--- src/rtl/move_request_arbiter.sv ---
// Sequences player moves into the 2048 core: debounced buttons and keyboard strobes
// are merged into a small FIFO and issued one at a time behind an idle/busy/idle handshake.
module move_request_arbiter #(
  parameter int unsigned DEPTH    = 2,
  parameter int unsigned DEBOUNCE = 4
) (
  input  logic                   clk,
  input  logic                   rst,
  input  logic [3:0]             btn_dir,
  input  logic                   kbd_valid,
  input  logic [3:0]             kbd_dir,
  input  logic                   core_ready,
  input  logic [1:0]             game_state,
  output logic [3:0]             direction_out,
  output logic                   dir_valid,
  output logic [$clog2(DEPTH):0] fifo_count,
  output logic                   dropped
);
  localparam int unsigned PW   = $clog2(DEPTH);
  localparam int unsigned CNTW = PW + 1;
  localparam int unsigned DW   = $clog2(DEBOUNCE + 1);

  typedef enum logic [1:0] {S_IDLE, S_ISSUE, S_WAIT_BUSY} state_e;

  function automatic logic is_onehot(input logic [3:0] v);
    return (v != 4'b0000) && ((v & (v - 4'd1)) == 4'b0000);
  endfunction

  state_e          state_q, state_d;
  logic            low_seen_q, low_seen_d;
  logic            armed_q, armed_d;
  logic [DW-1:0]   cnt_q, cnt_d, cnt_next;
  logic [3:0]      btn_last_q, btn_last_d;
  logic [3:0]      mem_q [DEPTH];
  logic [PW-1:0]   wr_ptr_q, wr_ptr_d, rd_ptr_q, rd_ptr_d;
  logic [CNTW-1:0] count_q, count_d;
  logic [3:0]      dir_q, dir_d;
  logic            valid_q, valid_d;
  logic            dropped_q, dropped_d;
  logic            playing, btn_req, kbd_req, push_req, push_ok, pop_en, full;
  logic [3:0]      push_data;

  assign playing = (game_state == 2'b01);

  // Button debounce: arm on release, count stable one-hot cycles, fire once, then disarm.
  always_comb begin
    armed_d    = armed_q;
    cnt_d      = '0;
    cnt_next   = '0;
    btn_req    = 1'b0;
    btn_last_d = btn_dir;
    if (btn_dir == 4'b0000) begin
      armed_d = 1'b1;
    end else if (armed_q && is_onehot(btn_dir)) begin
      cnt_next = (btn_dir == btn_last_q) ? cnt_q + DW'(1) : DW'(1);
      if (cnt_next == DW'(DEBOUNCE)) begin
        btn_req = 1'b1;
        armed_d = 1'b0;
      end else begin
        cnt_d = cnt_next;
      end
    end
  end

  // Request FIFO with fixed button priority; a pop frees room for a same-cycle push.
  always_comb begin
    kbd_req   = kbd_valid && is_onehot(kbd_dir);
    push_req  = btn_req || kbd_req;
    push_data = btn_req ? btn_dir : kbd_dir;
    pop_en    = playing && (state_q == S_ISSUE);
    full      = (count_q == CNTW'(DEPTH));
    push_ok   = playing && push_req && (!full || pop_en);
    wr_ptr_d  = wr_ptr_q;
    rd_ptr_d  = rd_ptr_q;
    count_d   = count_q;
    dropped_d = 1'b0;
    if (!playing) begin
      wr_ptr_d = '0;
      rd_ptr_d = '0;
      count_d  = '0;
    end else begin
      if (push_ok) wr_ptr_d = wr_ptr_q + PW'(1);
      if (pop_en)  rd_ptr_d = rd_ptr_q + PW'(1);
      count_d   = count_q + CNTW'(push_ok) - CNTW'(pop_en);
      dropped_d = (btn_req && kbd_req) || (push_req && full && !pop_en);
    end
  end

  // Issue sequencing; outputs are computed with the next state so they are registered.
  always_comb begin
    state_d    = state_q;
    low_seen_d = low_seen_q;
    dir_d      = '0;
    valid_d    = 1'b0;
    case (state_q)
      S_IDLE: begin
        if ((count_q != '0) && core_ready && playing) begin
          state_d = S_ISSUE;
          dir_d   = mem_q[rd_ptr_q];
          valid_d = 1'b1;
        end
      end
      S_ISSUE: begin
        state_d    = S_WAIT_BUSY;
        low_seen_d = 1'b0;
      end
      S_WAIT_BUSY: begin
        if (!low_seen_q) begin
          if (!core_ready) low_seen_d = 1'b1;
        end else if (core_ready) begin
          state_d = S_IDLE;
        end
      end
      default: state_d = S_IDLE;
    endcase
    if (!playing) begin
      state_d    = S_IDLE;
      low_seen_d = 1'b0;
      dir_d      = '0;
      valid_d    = 1'b0;
    end
  end

  always_ff @(posedge clk) begin
    if (rst) begin
      state_q    <= S_IDLE;
      low_seen_q <= 1'b0;
      armed_q    <= 1'b0;
      cnt_q      <= '0;
      btn_last_q <= '0;
      wr_ptr_q   <= '0;
      rd_ptr_q   <= '0;
      count_q    <= '0;
      dir_q      <= '0;
      valid_q    <= 1'b0;
      dropped_q  <= 1'b0;
    end else begin
      state_q    <= state_d;
      low_seen_q <= low_seen_d;
      armed_q    <= armed_d;
      cnt_q      <= cnt_d;
      btn_last_q <= btn_last_d;
      wr_ptr_q   <= wr_ptr_d;
      rd_ptr_q   <= rd_ptr_d;
      count_q    <= count_d;
      dir_q      <= dir_d;
      valid_q    <= valid_d;
      dropped_q  <= dropped_d;
    end
  end

  always_ff @(posedge clk) begin
    if (push_ok && !rst) mem_q[wr_ptr_q] <= push_data;
  end

  assign direction_out = dir_q;
  assign dir_valid     = valid_q;
  assign fifo_count    = count_q;
  assign dropped       = dropped_q;
endmodule
--- config.mk ---
export PLATFORM = sky130hd
export DESIGN_NAME = move_request_arbiter
export DESIGN_NICKNAME = d
export VERILOG_FILES = /design/src/rtl/move_request_arbiter.sv
export SDC_FILE = /design/constraint.sdc
export NUM_CORES = 1
export LEC_CHECK = 0
export BUFFER_PORTS_ARGS = -buffer_cell sky130_fd_sc_hd__buf_2
export CAP_MARGIN = 25
export CORE_MARGIN = 8
export CORE_UTILIZATION = 40
export DETAILED_ROUTE_END_ITERATION = 10
export PLACE_DENSITY = 0.57
export SLEW_MARGIN = 15
export SYNTH_ARGS = -nofsm -noshare
export SYNTH_HDL_FRONTEND = slang
export SYNTH_SLANG_ARGS = --single-unit
export TNS_END_PERCENT = 20
--- constraint.sdc ---
create_clock -name clk -period 6.5 [get_ports clk]
set_input_delay 1.3 -clock clk [delete_from_list [all_inputs] [get_ports clk]]
set_output_delay 1.3 -clock clk [all_outputs]
set_load 0.02 [all_outputs]
* Word level (Yosys, flattened, before mapping)
Memory sizes are Yosys's and may differ from the RTL's. A register that Yosys moved wholly into a read port is not among the register bits.
Index checks and enable logic that the tools add are counted.
** Storage, ports and cells
- Register bits :: 17
- Input port bits :: 14
- Bits in writable memories :: 8
- Output and inout port bits :: 8
- Logic and storage cells :: 86
- Memories kept :: 1
** Memory list
- mem_q :: depth 2, bits a word 4, rd ports 1, clocked after memory_dff 1, wr ports 1, RTL line 34 : logic [3:0] mem_q [DEPTH];
** Cells by class
- Add/subtract/negate cells :: 7
- Reduce and logical (&&, ||, !) cells :: 35
- Mux-type cells :: 18
- Equality and inequality tests :: 9
- Bitwise logic cells :: 6
** Operators with widths (count)
- $logic_and A1 B1 Y1 :: 13
- $logic_not A4 Y1 :: 3
- $mux W1 :: 11
- $and A4 B4 Y4 :: 2
- $reduce_bool A2 Y1 :: 4
- $reduce_bool A4 Y1 :: 2
- $reduce_or A4 Y1 :: 2
- $sub A4 B1 Y4 const B :: 2
- $mux W2 :: 3
- $ne A2 B2 Y1 const B :: 3
- $pmux W2 S3 :: 1
- $eq A2 B1 Y1 const B :: 2
- $eq A2 B2 Y1 const B :: 2
- $eq A4 B4 Y1 :: 1
- $mux W4 :: 1
- $not A1 Y1 :: 4
- $add A3 B1 Y3 const B :: 1
- $eq A3 B3 Y1 const B :: 1
- $logic_not A1 Y1 :: 3
- $logic_or A1 B1 Y1 :: 3
- $mux W3 :: 1
- $reduce_and A3 Y1 :: 1
- $reduce_or A3 Y1 :: 1
- $add A1 B1 Y1 const B :: 2
- other kinds (6) :: 6

* Longest topological paths before layout
- Depth after elaboration :: 13
- Mapped depth :: 12
- Mapped depth without buffers :: 11

* Worst setup path after synthesis
No wires, ideal clock.
- Path kind :: in2reg
- Start :: input port btn_dir[0]
- End :: register count_q[1] (netlist: fifo_count[1])
- Cell stages on the path :: 12
- Data required time :: 6422 ps
- Buffers on the path :: 2
- Data arrival time :: 3217 ps
- Path slack :: 3205 ps
- Setup time :: 78 ps
- Path through :: buf_2 > xor2_1 > nor4_4 > and3b_1 > buf_6 > o221ai_4 > ha_1 > inv_1 > ha_1 > xor2_1 > and2_1 > nor3_1
** On the way
- Cells in the longest elaborated chain, start to end :: 12
- Elaborated cells between the ends (all ways) :: 18
- Those cells by class :: 3 x add/sub; 2 x eq/ne; 4 x mux; 1 x bitwise; 8 x reduce/logical
** RTL lines
- start, declared :: RTL line 9 : input logic [3:0] btn_dir,
- $sub A4 B1 Y4 :: RTL line 26 : return (v != 4'b0000) && ((v & (v - 4'd1)) == 4'b0000);
- $and A4 B4 Y4 :: RTL line 26
- $logic_not A4 Y1 :: RTL line 26
- $logic_and A1 B1 Y1 :: RTL line 26
- $logic_and A1 B1 Y1 :: RTL line 54 : end else if (armed_q && is_onehot(btn_dir)) begin
- $mux W1 :: RTL line 54
- $mux W1 * :: RTL line 52 : if (btn_dir == 4'b0000) begin
- $logic_or A1 B1 Y1 * :: RTL line 68 : push_req = btn_req || kbd_req;
- $logic_and A1 B1 Y1 * (2 in a row) :: RTL line 72 : push_ok = playing && push_req && (!full || pop_en);
- $add A2 B1 Y2 * :: RTL line 84 : count_d = count_q + CNTW'(push_ok) - CNTW'(pop_en);
- $sub A2 B1 Y2 * :: RTL line 84
- end signal, assigned :: RTL line 145 : count_q <= count_d;
- end, declared :: RTL line 36 : logic [CNTW-1:0] count_q, count_d;
Mark *: on every way between the ends. The rest lies on a longest branch, timed or not.
A chain may end at the register's enable or synchronous reset.

* Final worst setup path
- Start :: input port btn_dir[1]
- End :: register count_q[1] (netlist: fifo_count[1])
Same word-level chain as after synthesis.

==> reports/results.ini <==
[place]
gp_congestion = 0.731
port_buffers = 21
dp_hpwl_mm = 1.85
dp_slack_ps = 2940

[layout]
drive_gt1_share_pct = 26.4
fin_util_pct = 47.8
nNetsFinal = 169
multi_input_comb_area_um2 = 689
syn2layout_area_growth_pct = 14.4
n_antenna_cell = 0
fill_cells = 349
regArea_um2 = 661

[floorplan]
dieArea_mm2 = 0.00566
ios = 22
dieHeight_um = 75.2
start_util_pct = 41.7
std_cell_rows = 21
die_w_um = 75.2
core_mm2 = 0.00336

[clock_tree]
ctsHoldBuffers = 0
clk_path_buf_depth = 2
cts_inserted_buffers = 5
clock_latency_ps = 320
cts_root_buf = clkbuf_4
clk_pin_slew_ps = 90
h-tree-depth = 2
cts_sinks = 29
cts_resized = 0
post_cts_buffers = 0
cts_tree = built

[grt]
grt_pass1_wl_mm = 4.01
grt_pass1_vias = 903
grt_usage_pct = 9.57
antenna_found_initial = 0
grt_max_degree = 13
grt-ovfl-total = 0

[timing]
setup_ws_ps = 3270
hold_viol = 0
min_period_ps = 3230
rsz0062_at_grt = no
tightest_slew_ps = 570
maxSlewHeadroom_pct = 61.7
fmax_mhz = 310
fin_crit_sh_pct = 49.7
fin_skew_ps = 4.07
slew_violations = 0
holdWs_ps = 473
setup_violations = 0
tns_ps = 0

[worst_setup_path]
start_kind = input pin
worst_ep_required_time_ps = 6750
worstSetupEndpointType = flop
startpoint = btn_dir[1]
critPathMaxFanout = 8
crit_top_cell = ha_1
r2r-start = cnt_q[0]
crit_type = in2reg
cp.arrival_ps = 3480
slowest_delay_ps = 430
cp_slowest_cell = and3b_1
path_cells = buf_2 > xor2_2 > nor4_4 > and3b_1 > o221ai_4 > ha_1 > inv_1 > ha_1 > xor2_1 > and2_1 > nor3_1

[logic_synthesis]
ys_seq_area_share_pct = 47.1
synth_area_per_cell_um2 = 11.3
yosysMostFrequentCell = dfxtp_1
synth_top_area_cell = dfxtp_1
ys_warn_count = 0
synth_area_leaders = dfxtp_1 (30%), edfxtp_1 (17%), ha_1 (7.1%)
synth_cells = 124
synth_top_area_share_pct = 29.9
synth_commonest_cells = dfxtp_1 (21), nor2_1 (10), edfxtp_1 (8), ha_1 (8)
synth_edf_count = 8
synth-main-ff-cell = dfxtp_1
syn_area_mm2 = 0.00140
synth_async_sr_flop_share_pct = 0
syn-num-nets = 146
ys_types = 34
synth-seq-cells = 29

[job]
drv_cap = 0

[power]
p_int_w = 0.000277
power_frac_clock_pct = 40.1
power_density_mw_per_mm2 = 219
p_leak_nw = 0.665
pwr-share-seq_pct = 53.4
switchingPower_w = 0.0000750
peakVddDrop_uv = 98.4
sw_frac_of_total_pct = 21.3
combPwrFrac_pct = 6.5

[min_path]
hold_class = reg2reg
holdCritStartpoint = cnt_q[0]

[route]
dr.pass1.iters = 4
drt-total-wl_mm = 2.40
viasPerCell = 4.74
first_iter_violations = 31
ant_nets = 0
dr_total_vias = 920
drt-wirelength-per-cell_um = 12.4
drc_errors = 0

[status]
status = finished, final reports clean

[metal layers]
metal	GRT usage, %	part of all wire (%)
met1	10.0	41
met5	0	0
met2	16.0	51
met3	4.26	5.6
met4	4.48	1.8
[final cells by class]
type | instances | share of cell area [%]
clock inverters | 2 | 2.10
well taps | 46 | 3.58
repair buffers | 21 | 6.54
inverters | 5 | 1.17
clock buffers | 6 | 2.57
multi-input cells | 85 | 42.9
flip-flops and latches | 29 | 41.1
[metrics by stage]
step	std cells	power, W	instance area (um^2)
3_5_place_dp	186	0.000215	1530
2_1_floorplan	124	0.000208	1400
5_1_grt	194	0.000368	1610
4_1_cts	194	0.000358	1610
3_3_place_gp	186	0.000215	1530
6_report	194	0.000352	1610
[worst paths after layout]
check,end,slack [ps],cells past startpoint
worst max-delay path,fifo_count[1],3270,11
worst min-delay path,cnt_q[0],470,1
worst max register to register,fifo_count[1],4010,11
worst min register to register,cnt_q[0],470,1
[power groups by stage]
stage | Sequential (W) | Clock, W | Combinational (W)
2_1_floorplan | 0.000192 | 0 | 0.0000155
3_3_place_gp | 0.000192 | 0 | 0.0000226
3_5_place_dp | 0.000192 | 0 | 0.0000230
4_1_cts | 0.000188 | 0.000147 | 0.0000232
5_1_grt | 0.000188 | 0.000155 | 0.0000251
6_report | 0.000188 | 0.000141 | 0.0000228
[worst max-delay path, delay by kind of cell]
kind | cells | cell delay, ps
AOI/OAI and AO/OA | 1 | 170
xor gates and xnor gates | 2 | 340
adders and majority gates | 2 | 470
buffers and inverters | 2 | 190
and+or+nand+nor | 4 | 990
[registers in the layout (all words and copies together), names as in the netlist]
signal         flops
armed_q            1
btn_last_q         4
cnt_q              3
dir_valid          1
direction_out      4
dropped            1
fifo_count         2
low_seen_q         1
mem_q              8
rd_ptr_q           1
state_q            2
wr_ptr_q           1
[logic make-up (layout without fill, tap and decap cells)]
group / after synthesis / after routing / synth area share (%)
simple gates: 48 / 48 / 20.9
xor+xnor: 9 / 9 / 6.15
mux: 11 / 11 / 8.20
fa+ha+maj: 8 / 8 / 7.13
flops: 29 / 29 / 47.1
buf+inv: 10 / 34 / 3.83
compound gates: 9 / 9 / 6.77
[layout by cell type (no fill, tap or decap), types with 5 or more instances in the layout]
cell type	Yosys	layout
buf_2	1	21
edfxtp_1	8	8
clkbuf_4	0	5
nor2b_1	7	7
mux2i_1	7	7
inv_1	5	5
dfxtp_1	21	21
ha_1	8	8
xor2_1	6	6
nand2_1	5	5
nor2_1	10	10
nor4b_1	5	5
No activity file was read; power rests on OpenSTA's default activity.
